[src/rtl/lcd_write_engine.sv]
// rtl/lcd_write_engine.sv - HD44780-style LCD bus write sequencer.
// Drives RS/data setup, a registered E pulse, hold, and the controller execution wait.
module lcd_write_engine #(
  parameter int T_SETUP     = 4,
  parameter int T_EN        = 25,
  parameter int T_HOLD      = 4,
  parameter int T_EXEC      = 2000,
  parameter int T_EXEC_LONG = 82000,
  parameter int CNT_W       = 17
) (
  input  logic       CLK,
  input  logic       RST,
  input  logic       req,
  input  logic       isData,
  input  logic [7:0] byteIn,
  output logic       ready,
  output logic [7:0] dOut,
  output logic [2:0] ctrl,
  output logic       done
);

  typedef enum logic [2:0] {
    IDLE,
    SETUP,
    EN_HIGH,
    HOLD,
    EXEC_WAIT
  } state_t;

  state_t           state, nextState;
  logic [CNT_W-1:0] cnt, nextCnt;
  logic [7:0]       byteReg;
  logic             rsReg;
  logic             eReg;
  logic             doneReg;
  logic             accept;
  logic             longExec;

  // Clear display (0x01) and return home (0x02/0x03) need the long wait.
  assign longExec = !rsReg && (byteReg == 8'h01 || byteReg == 8'h02 || byteReg == 8'h03);

  always_comb begin
    nextState = state;
    nextCnt   = cnt;
    accept    = 1'b0;
    case (state)
      IDLE: begin
        if (req) begin
          accept    = 1'b1;
          nextState = SETUP;
          nextCnt   = CNT_W'(T_SETUP - 1);
        end
      end
      SETUP: begin
        if (cnt == '0) begin
          nextState = EN_HIGH;
          nextCnt   = CNT_W'(T_EN - 1);
        end else begin
          nextCnt = cnt - 1'b1;
        end
      end
      EN_HIGH: begin
        if (cnt == '0) begin
          nextState = HOLD;
          nextCnt   = CNT_W'(T_HOLD - 1);
        end else begin
          nextCnt = cnt - 1'b1;
        end
      end
      HOLD: begin
        if (cnt == '0) begin
          nextState = EXEC_WAIT;
          nextCnt   = longExec ? CNT_W'(T_EXEC_LONG - 1) : CNT_W'(T_EXEC - 1);
        end else begin
          nextCnt = cnt - 1'b1;
        end
      end
      EXEC_WAIT: begin
        if (cnt == '0) begin
          nextState = IDLE;
        end else begin
          nextCnt = cnt - 1'b1;
        end
      end
      default: begin
        nextState = IDLE;
        nextCnt   = '0;
      end
    endcase
  end

  always_ff @(posedge CLK) begin
    if (RST) begin
      state   <= IDLE;
      cnt     <= '0;
      byteReg <= 8'h00;
      rsReg   <= 1'b0;
      eReg    <= 1'b0;
      doneReg <= 1'b0;
    end else begin
      state   <= nextState;
      cnt     <= nextCnt;
      // E and done are registered so the LCD never sees a decode glitch.
      eReg    <= (nextState == EN_HIGH);
      doneReg <= (state == EXEC_WAIT) && (nextState == IDLE);
      if (accept) begin
        byteReg <= byteIn;
        rsReg   <= isData;
      end
    end
  end

  assign ready = (state == IDLE);
  assign dOut  = byteReg;
  assign ctrl  = {rsReg, 1'b0, eReg};
  assign done  = doneReg;

endmodule
[config.mk]
export PLATFORM = sky130hd
export DESIGN_NAME = lcd_write_engine
export DESIGN_NICKNAME = d
export VERILOG_FILES = /design/src/rtl/lcd_write_engine.sv
export SDC_FILE = /design/constraint.sdc
export NUM_CORES = 1
export LEC_CHECK = 0
export CORE_MARGIN = 5
export CORE_UTILIZATION = 50
export DETAILED_ROUTE_END_ITERATION = 10
export PLACE_DENSITY = 0.82
export SETUP_SLACK_MARGIN = 0.5
export SYNTH_ARGS = -nofsm -noshare
export SYNTH_HDL_FRONTEND = slang
export SYNTH_SLANG_ARGS = --single-unit
[constraint.sdc]
create_clock -name CLK -period 2 [get_ports CLK]
set_input_delay 0.4 -clock CLK [delete_from_list [all_inputs] [get_ports CLK]]
set_output_delay 0.4 -clock CLK [all_outputs]
set_load 0.01 [all_outputs]
==> impl_metrics.toml <==
[worst_setup_path]
r2r_start = "cnt[0]"
cp_num_buf_inv = 1
r2r_slack_ns = -0.25
r2r-end = "cnt[16]"
crit_path_end_kind = "flop"
crit_path_max_fanout = 6
path_class = "flop to flop"
max_stage_delay_ns = 0.47
crit_arrival_ns = 2.41
required_ns = 2.16
path_cells = "inv_4 -> ha_4 -> or4b_4 -> or3_4 -> nor3_1 -> a21oi_1 -> a311oi_1"
reg2reg_depth = 7
path_delay_family = "simple AND/OR/NAND/NOR gates"
crit_slowest_cell = "or4b_4"
startpoint_type = "flop"

[die]
coreArea_um2 = 3740
start_util_pct = 52.8
dieArea_um2 = 5310
io_pins = 25
die_x_um = 72.9
die_y_um = 72.9
fp-row-count = 22

[pwr]
swShare_pct = 47.9
power_frac_clock_pct = 9.0
switchingPower_w = 0.00275
seq_power_share_pct = 16.8
pwr-share-comb_pct = 74.2
p_int_w = 0.00299
p_per_area_nw_per_um2 = 1810
ir_worst_vdd_mv = 0.916
leakage_nw = 1.28

[sta]
timing.final.crit_share_pct = 112
fin_crit_ns = 2.25
worst_slack_ns = -0.246
worst_pin_slew_ns = 0.827
fin_hold_ws_ns = 0.476
drv_slew = 0
grt_setup_unrepaired = "yes"
fin_tns_setup_ns = -1.22
clock_skew_ns = 0.0170
setup_viol = 13
relSlewSlack_pct = 44.6
finalHoldViolations = 0
clock.fmax_ghz = 0.445

[synthesis]
avgSynthCellArea_um2 = 7.57
synth-seq-cells = 31
ys_seq_area_share_pct = 31.4
mappedNetlistArea_um2 = 1980
synthesis.nets = 275
synth_cells = 261
synthFlopType = "dfxtp_1"
ys_warn_count = 0
async_flop_share_pct = 0
yosysUniqueCellTypes = 62
synth_edf_count = 0

[clock_network]
cts_root_buf = "clkbuf_8"
htreeDepth = 2
clock-sinks = 31
hold_buffers = 0
cts_tree = "built"
clock_latency_ns = 0.30
clkTransAtPathRegs_ns = 0.08
cts_made_buffers = 5
clockBufferDepth = 2

[routing]
post_drt_via_cell_ratio = 7.32
num_vias = 2864
drtIter0Drc = 700
wl_per_cell_um = 25.9
post-route-drc-count = 0
routed_wl_um = 10100
ant_nets = 0
drtPass1Iterations = 11

[global_route]
overflow = 0
grt_start_max_net_pins = 15
grt_use_total_pct = 33.5
antenna_found_initial = 1
grt_pass1_vias = 2689
grt_pass1_wl_um = 13600

[final_layout]
drive_gt1_share_pct = 41.1
fin_nets = 357
stdcell_count = 391
n_fill_cell = 191
area_growth_pct = 60.3
num_antenna_cells = 0

[placed_design]
gp_congestion = 1.01
io_buffers = 23
dpl.hpwl_um = 4930
dp.cells = 363

[hold_path]
hold_end = "dOut[1]"
min_path_type = "flop to flop"
whs_path_depth = 2
min_from = "dOut[1]"

[flow_run]
cap_violations = 0

[status]
status = "finished with violations"
violations = "negative setup slack"
==> cell usage in the layout (no fill, tap or decap), types with 3 or more instances in the layout <==
cell	netlist	final
a21oi_1	26	19
a21oi_2	0	6
a31oi_1	3	3
buf_4	3	55
buf_6	2	16
clkbuf_8	0	6
clkdlybuf4s50_1	0	10
dfxtp_1	31	23
dfxtp_2	0	6
dlygate4sd2_1	0	12
inv_1	9	7
nand2_1	29	27
nand3_1	9	7
nand4_1	8	8
nor2_1	24	17
nor2_2	0	4
nor2_4	0	3
nor3_1	8	4
nor3_2	0	3
nor4_4	0	4
o211ai_1	5	5
o21a_1	3	3
o21ai_0	13	7
o21ai_1	0	5
or3_1	5	3
xor2_1	4	4
==> what timing repair did <==
| item | 4_1_cts | 5_1_grt |
|---|---|---|
| pin swaps | 22 | 17 |
| gates cloned | 2 | 0 |
| setup buffers | 10 | 9 |
| setup endpoints to repair | 43 | 24 |
| gates resized for setup | 70 | 24 |
==> per-stage QoR <==
stage,worst slack [ns],utilization (%),area (um^2),power [W]
after floorplan,-0.114,-,2080,0.00266
after global placement,-0.0206,70.0,2620,0.00350
after detailed placement,-0.108,70.0,2620,0.00356
after CTS,-0.0276,79.6,2980,0.00479
after global routing,-0.304,84.7,3170,0.00592
final,-0.246,84.7,3170,0.00574
==> final cells by class <==
class                      count  area (um^2)  share of cell area (%)
clock buffer                   6         82.6                    2.61
clock inverter                 1         5.00                   0.158
inverter                      10         42.5                    1.34
multi-input combinational    200         1520                    48.0
sequential                    31          636                    20.1
tap                           48         60.1                    1.89
timing repair buffer          95          823                    26.0
==> cells by family (layout without fill, tap and decap cells) <==
group / count (synthesis) / count (layout) / share of synthesized area [%]
AND/OR/NAND/NOR: 108 / 108 / 28.5
AO/OA/AOI/OAI: 81 / 81 / 27.7
flip-flops: 31 / 31 / 31.4
buffers and inverters: 30 / 112 / 7.21
XOR/XNOR: 6 / 6 / 2.66
adder cells (fa/ha/maj): 3 / 3 / 1.77
other: 1 / 1 / 0.190
multiplexers: 1 / 1 / 0.506
==> registers in the layout, summed over array words and instances (netlist names) <==
register	cells
done	1
rsReg	1
dOut	8
eReg	1
cnt	17
state	3
==> worst max-delay path by stage <==
stage	from	endpoint	slack, ns	depth (start not counted)
after floorplan	cnt[1]	cnt[16]	-0.11	9
after global placement	cnt[1]	cnt[16]	-0.02	7
after detailed placement	cnt[1]	cnt[14]	-0.11	7
after CTS	cnt[1]	cnt[16]	-0.03	7
after global routing	cnt[3]	cnt[13]	-0.30	6
final	cnt[0]	cnt[16]	-0.25	7
==> synth_stat cells (4+ instances only) <==
| cell type | number | area [um^2] |
|---|---|---|
| nand4_1 | 8 | 50.1 |
| o211ai_1 | 5 | 37.5 |
| nand2_1 | 29 | 109 |
| o21ai_0 | 13 | 65.1 |
| xor2_1 | 4 | 35.0 |
| dfxtp_1 | 31 | 621 |
| or3_1 | 5 | 31.3 |
| nand3_1 | 9 | 45.0 |
| nor4_1 | 5 | 31.3 |
| nor2_1 | 24 | 90.1 |
| a21oi_1 | 26 | 130 |
| clkbuf_1 | 11 | 41.3 |
| inv_1 | 9 | 33.8 |
| nor3_1 | 8 | 40.0 |
==> tightest hold or removal path, stage by stage (launching register included) <==
cell and delay [ns]:
dfxtp_1 0.32, nand2_1 0.06, a21oi_1 0.05
==> power groups by stage <==
stage	clock, W	combinational, W	sequential, W
2_1_floorplan	0	0.00175	0.000912
3_3_place_gp	0	0.00259	0.000910
3_5_place_dp	0	0.00264	0.000921
4_1_cts	0.000502	0.00337	0.000922
5_1_grt	0.000549	0.00439	0.000979
6_report	0.000519	0.00426	0.000965
==> metal layers <==
metal	up-vias	global-route usage, %	part of all wire (%)
met4	2	19.3	9.1
met5	-	0	0.13
met3	125	9.78	14
met2	307	55.0	42
li1	1139	-	-
met1	1291	38.6	34
(Power assumes the default switching activity.)
==> RTL change 1, RTL diff (same settings) <==
Make the reset (`RST`) asynchronous in one clocked block.
--- a/src/rtl/lcd_write_engine.sv
+++ b/src/rtl/lcd_write_engine.sv
@@ -89,7 +89,7 @@
     endcase
   end
 
-  always_ff @(posedge CLK) begin
+  always_ff @(posedge CLK or posedge RST) begin
     if (RST) begin
       state   <= IDLE;
       cnt     <= '0;
Check against the original RTL: differs if RST is asserted again (counterexample within 4 cycles, from zero or initial values and one cycle with RST high); with RST held inactive, the same outputs for 10 cycles.
==> RTL change 1 against the original RTL <==
The flow still finishes with violations (setup timing). Critical path depth shrank 1. Sequential cell count is the same. Die area fell by 0.77%. Via count decreased by 20%. Final area is 4.8% lower. Routed wire length is 22% lower. Power is 29% lower. First-iteration DRC count is 51% lower. Worst setup slack lost 84 ps. Clock power shrank 4.4%. Global-route usage decreased by 7.6 points. Synthesized area fell by 0.89%. Count of clock-buffer cells in the layout is the same. Critical path type unchanged. Largest power group unchanged.
==> RTL change 1: results (changes against the original RTL) <==
Synth:
- The proportion of synthesized flip-flops having asynchronous set or reset is 100% (+100 points).
- The count of unique library cells instantiated by Yosys is 51 (-18%).
- For this run, the leading register cell type out of synthesis is dfrtp_1.
- The post-synthesis sequential area ratio is 39.6% (+8.2 points).
- By count the netlist is led by 31 x dfrtp_1, 16 x nand2_1, 13 x nor2_1, 13 x o21ai_0, 11 x a21oi_1.
- Sorting the synthesized cells by area gives the leading types as dfrtp_1 40%, mux2_2 5.2%, o21ai_0 3.3%.
- The number of nets produced by synthesis is 225 (-18%).

Drt:
- The post-detailed-route wirelength per cell was 23.8 um (-8.1%).
- The iteration-0 DRC count of the detailed router is 346 (-51%).
- The post-detailed-route via-to-cell ratio is 6.89 (-5.9%).
- The first-pass iteration count of the detailed router is 5 (-6).

Place:
- The routability-driven placement congestion ratio is 0.938 (-6.7%).
- The HPWL after detailed placement is 4.07 mm (-17%).

Cells and area:
- The number of nets in the finished design is 297 (-17%).
- The layout cell share with drive strength beyond 1 is 43.3% (+2.2 points).
- The number of inserted filler cells in the final layout is 183 (-4.2%).
- Counting flops per register, the top entry is cnt.

STA:
- The clock tree skew after final layout is 13.1 ps (-3.89 ps).
- The setup slack after layout was -331 ps (-84.3 ps).
- The accumulated negative setup slack is -4700 ps (-3480 ps).
- The number of failing setup endpoints in the final timing report is 21 (+8).
- The slew at the pin with the worst max-slew slack was 495 ps (-332 ps).
- The final worst hold slack is 506 ps (+29.5 ps).

Global routing:
- The wire length of the first global-routing pass was 10.4 mm (-24%).
- The largest net degree at the start of global routing is 32 (+17).
- The via count of the first global-routing pass is 2087 (-22%).
- The global-route usage over all layers is 26.0% (-7.6 points).
- The initial antenna violation count is 1 (unchanged).

Power:
- The leakage component of the power is 1.30 nW (+1.3%).
- The peak supply drop is 1030 uV (+13%).

Setup path:
- On the critical path, the stage with the largest delay is an instance of or4_4.
- The highest cell delay on the worst timing path is 570 ps (+100 ps).

Hold path:
- The min-delay analysis places its worst path in the category primary input to asynchronous set/reset pin.

Status:
- The run finished, with violations left.
- The checks that failed: setup timing.
-- RTL change 1: per-stage QoR --
| step | power (mW) | utilization [%] | instance area [sq um] | setup slack [ps] | instances |
|---|---|---|---|---|---|
| after floorplan | 2.27 | - | 2050 | -265 | 211 |
| after global routing | 4.29 | 81.2 | 3020 | -376 | 333 |
| after global placement | 3.01 | 69.8 | 2590 | -278 | 316 |
| after detailed placement | 3.06 | 69.8 | 2590 | -309 | 316 |
| after CTS | 3.65 | 76.1 | 2830 | -236 | 329 |
| final | 4.10 | 81.2 | 3020 | -331 | 333 |
-- RTL change 1: cell type report --
| cell class | count | share of cell area, % |
|---|---|---|
| antenna | 1 | 0.0829 |
| clock buffer | 6 | 2.40 |
| clock inverter | 2 | 0.415 |
| inverter | 6 | 0.746 |
| multi-input combinational | 156 | 44.9 |
| sequential | 31 | 25.7 |
| tap | 48 | 1.99 |
| timing repair buffer | 83 | 23.8 |
-- RTL change 1: cell families after synthesis --
group | Yosys count | share of synthesized area, %
compound gates | 64 | 22.6
xor+xnor | 6 | 2.68
fa+ha+maj | 2 | 1.28
buf+inv | 24 | 6.70
flops | 31 | 39.6
mux | 12 | 6.71
other cells | 1 | 0.191
simple gates | 71 | 20.2
-- RTL change 1: routing by layer --
| metal | track usage (%) | up-vias | wire length, um |
|---|---|---|---|
| met2 | 39.9 | 198 | 3730 |
| li1 | - | 935 | - |
| met1 | 32.3 | 1099 | 2940 |
| met3 | 7.16 | 64 | 786 |
| met4 | 15.8 | 0 | 480 |
| met5 | 0 | - | 0 |
-- RTL change 1: final timing paths --
kind	endpoint	from
worst max-delay path	cnt[0]	cnt[5]
worst min-delay path	done	RST
worst max register to register	cnt[0]	cnt[5]
worst min register to register	dOut[5]	dOut[5]
max in group asynchronous	cnt[3]	RST
min in group CLK	dOut[5]	dOut[5]
-- RTL change 1: repair_timing --
| action | 4_1_cts | 5_1_grt |
|---|---|---|
| resized for setup | 41 | 41 |
| buffers inserted | 5 | 3 |
| setup endpoints to repair | 43 | 32 |
| endpoints found under the hold margin | 0 | 0 |
| pin swaps | 10 | 13 |
-- RTL change 1: power by group --
part	internal (mW)	total [mW]	switching [mW]
registers	0.889	1.13	0.242
logic	1.19	2.48	1.29
clock network	0.243	0.496	0.253
total	2.32	4.10	1.79
-- RTL change 1: critical path, delay by kind of cell, from the launching register on --
| family | cells | cell delay, ps |
|---|---|---|
| buffers and inverters | 1 | 160 |
| and+or+nand+nor | 3 | 1200 |
| muxes | 1 | 300 |
| AOI/OAI and AO/OA | 1 | 140 |
| DFF | 1 | 400 |
==> RTL change 2, RTL diff (config.mk and constraints unchanged) <==
Without the edit above. Set the parameter `CNT_W` to 19 (it was 17).
--- a/src/rtl/lcd_write_engine.sv
+++ b/src/rtl/lcd_write_engine.sv
@@ -6,7 +6,7 @@
   parameter int T_HOLD      = 4,
   parameter int T_EXEC      = 2000,
   parameter int T_EXEC_LONG = 82000,
-  parameter int CNT_W       = 17
+  parameter int CNT_W       = 19
 ) (
   input  logic       CLK,
   input  logic       RST,
Check against the original RTL: no difference found for any inputs over 10 cycles, from zero or initial values and one cycle with RST high; that may be too few to reach the edited logic, so the function may still have changed.
==> RTL change 2 against the original RTL <==
The run still ends with setup timing left. Via count fell by 12%. Worst setup slack gained 97 ps. Clock skew shrank 11 ps. Die area fell by 1.8%. Sequential cell count increased by 2. Final area is 1.4% lower. Synthesized area fell by 2.1%. Maximum frequency is 4.5% higher. Final cell count is 3.6% lower. Routed wire length down 16%. Critical path type unchanged. Largest cell class unchanged. Highest routed layer is now met4.
Power is not shown: default switching activity piles up to over one toggle a cycle in this logic, so the estimate is an artifact.
==> RTL change 2: results (changes against the original RTL) <==
Clocking:
- The clock sink total is 33 (+6.5%).

Synth:
- The instance count of the mapped netlist is 253 (-3.1%).
- The fraction of the mapped netlist area in compound gates is 23.6% (-4.1 points).
- The xor-xnor portion of the synthesized cell area is 4.07% (+1.4 points).
- The count of unique library cells instantiated by Yosys is 54 (-13%).
- The post-synthesis sequential area ratio was 34.1% (+2.7 points).
- The number of nets produced by synthesis is 267 (-2.9%).

Place:
- The post-place instance area is 2490 sq um (-4.9%).
- The routability-driven placement congestion ratio came to 0.872 (-13%).
- The HPWL after detailed placement was 4.02 mm (-18%).

Global routing:
- The initial antenna violation count is 0 (-1).
- The global-route usage over all layers is 27.4% (-6.2 points).
- The via count of the first global-routing pass came to 2336 (-13%).
- The met3 routing resource usage after global routing was 6.23% (-3.5 points).
- The wire length of the first global-routing pass is 10.9 mm (-20%).
- The fraction of met1 tracks used by global routing was 29.4% (-9.3 points).
- The met2 track utilization from global routing is 48.2% (-6.8 points).

Cells and area:
- The fraction of cell area in non-clock buffers is 23.5% (-2.5 points).
- The count of buffers not belonging to the clock network in the layout is 81 (-15%).
- The layout cell share with drive strength beyond 1 is 40.7% (-0.38 points).
- The number of inverters outside the clock class in the layout is 7 (-3).
- The number of inserted filler cells in the final layout was 224 (+17%).
- The number of nets in the finished design is 342 (-4.2%).
- The clock buffer and inverter area fraction after layout came to 2.56% (-0.20 points).
- The footprint of the flip-flops and latches came to 677 sq um (+6.5%).
- The sequential share of cell area came to 21.7% (+1.6 points).
- The flip-flop count of the largest register after layout is 19 (+2).
- The multi-input combinational cell area is 1540 sq um (+1.4%).

Drt:
- The uppermost metal layer occupied by signal nets is met4.
- The amount of wire on met3 after detailed routing came to 927 um (-37%).
- The sum of routed wire length over all layers is 8.48 mm (-16%).
- The first-pass iteration count of the detailed router was 5 (-6).
- The iteration-0 DRC count of the detailed router was 368 (-47%).
- The via count came to 2515 (-12%).
- The post-detailed-route wirelength per cell is 22.5 um (-13%).

Setup path:
- The number of cell instances on the worst register-to-register path is 8 (+1).
- The cell family with the largest share of critical-path delay is compound AO/OA/AOI/OAI gates.
- In this run the critical register-to-register path is captured at cnt[9].
- Among all stages on the critical path, the largest delay is contributed by nor4_4.
- The worst flop-to-flop path startpoint is cnt[14].
- The largest fanout on the critical path is 5 (-1).

Status:
- The checks that failed: setup timing.
- The flow ran to the end, but the final reports show violations.

STA:
- The accumulated negative setup slack came to -1390 ps (-168 ps).
- The clock tree skew after final layout was 6.04 ps (-10.9 ps).
- The setup slack after layout is -149 ps (+96.7 ps).
- The worst max-slew margin expressed relative to the limit is 65.4% (+21 points).
- The final worst hold slack is 473 ps (-3.81 ps).
- The number of failing setup endpoints in the final timing report came to 17 (+4).

Hold path:
- The worst-case hold path end point is dOut[5].
-- RTL change 2: cell count changes in the layout (fill, tap and decap cells not counted), moves of 4 or more --
cell and change:
xnor2_1 +4, nand4_1 -8, nor3_1 +6, nand3_1 -6, inv_1 -4, o22ai_2 +4
a21oi_1 +7, buf_4 -14, nand2_1 +9
-- RTL change 2: worst max-delay path by stage --
| stage | depth (start not counted) | slack (ps) | to | from |
|---|---|---|---|---|
| detailed placement | 6 | -60 | cnt[9] | cnt[12] |
| floorplan | 7 | 140 | cnt[17] | cnt[6] |
| global placement | 6 | 30 | cnt[9] | cnt[12] |
| global route | 8 | -270 | cnt[0] | cnt[14] |
| CTS | 6 | 50 | cnt[9] | cnt[13] |
| finish | 8 | -150 | cnt[9] | cnt[14] |
-- RTL change 2: repair_timing --
item	4_1_cts	5_1_grt
cloned	2	0
buffers inserted	19	10
endpoints found under the setup margin	45	34
pin swaps	16	23
gates resized for setup	54	41
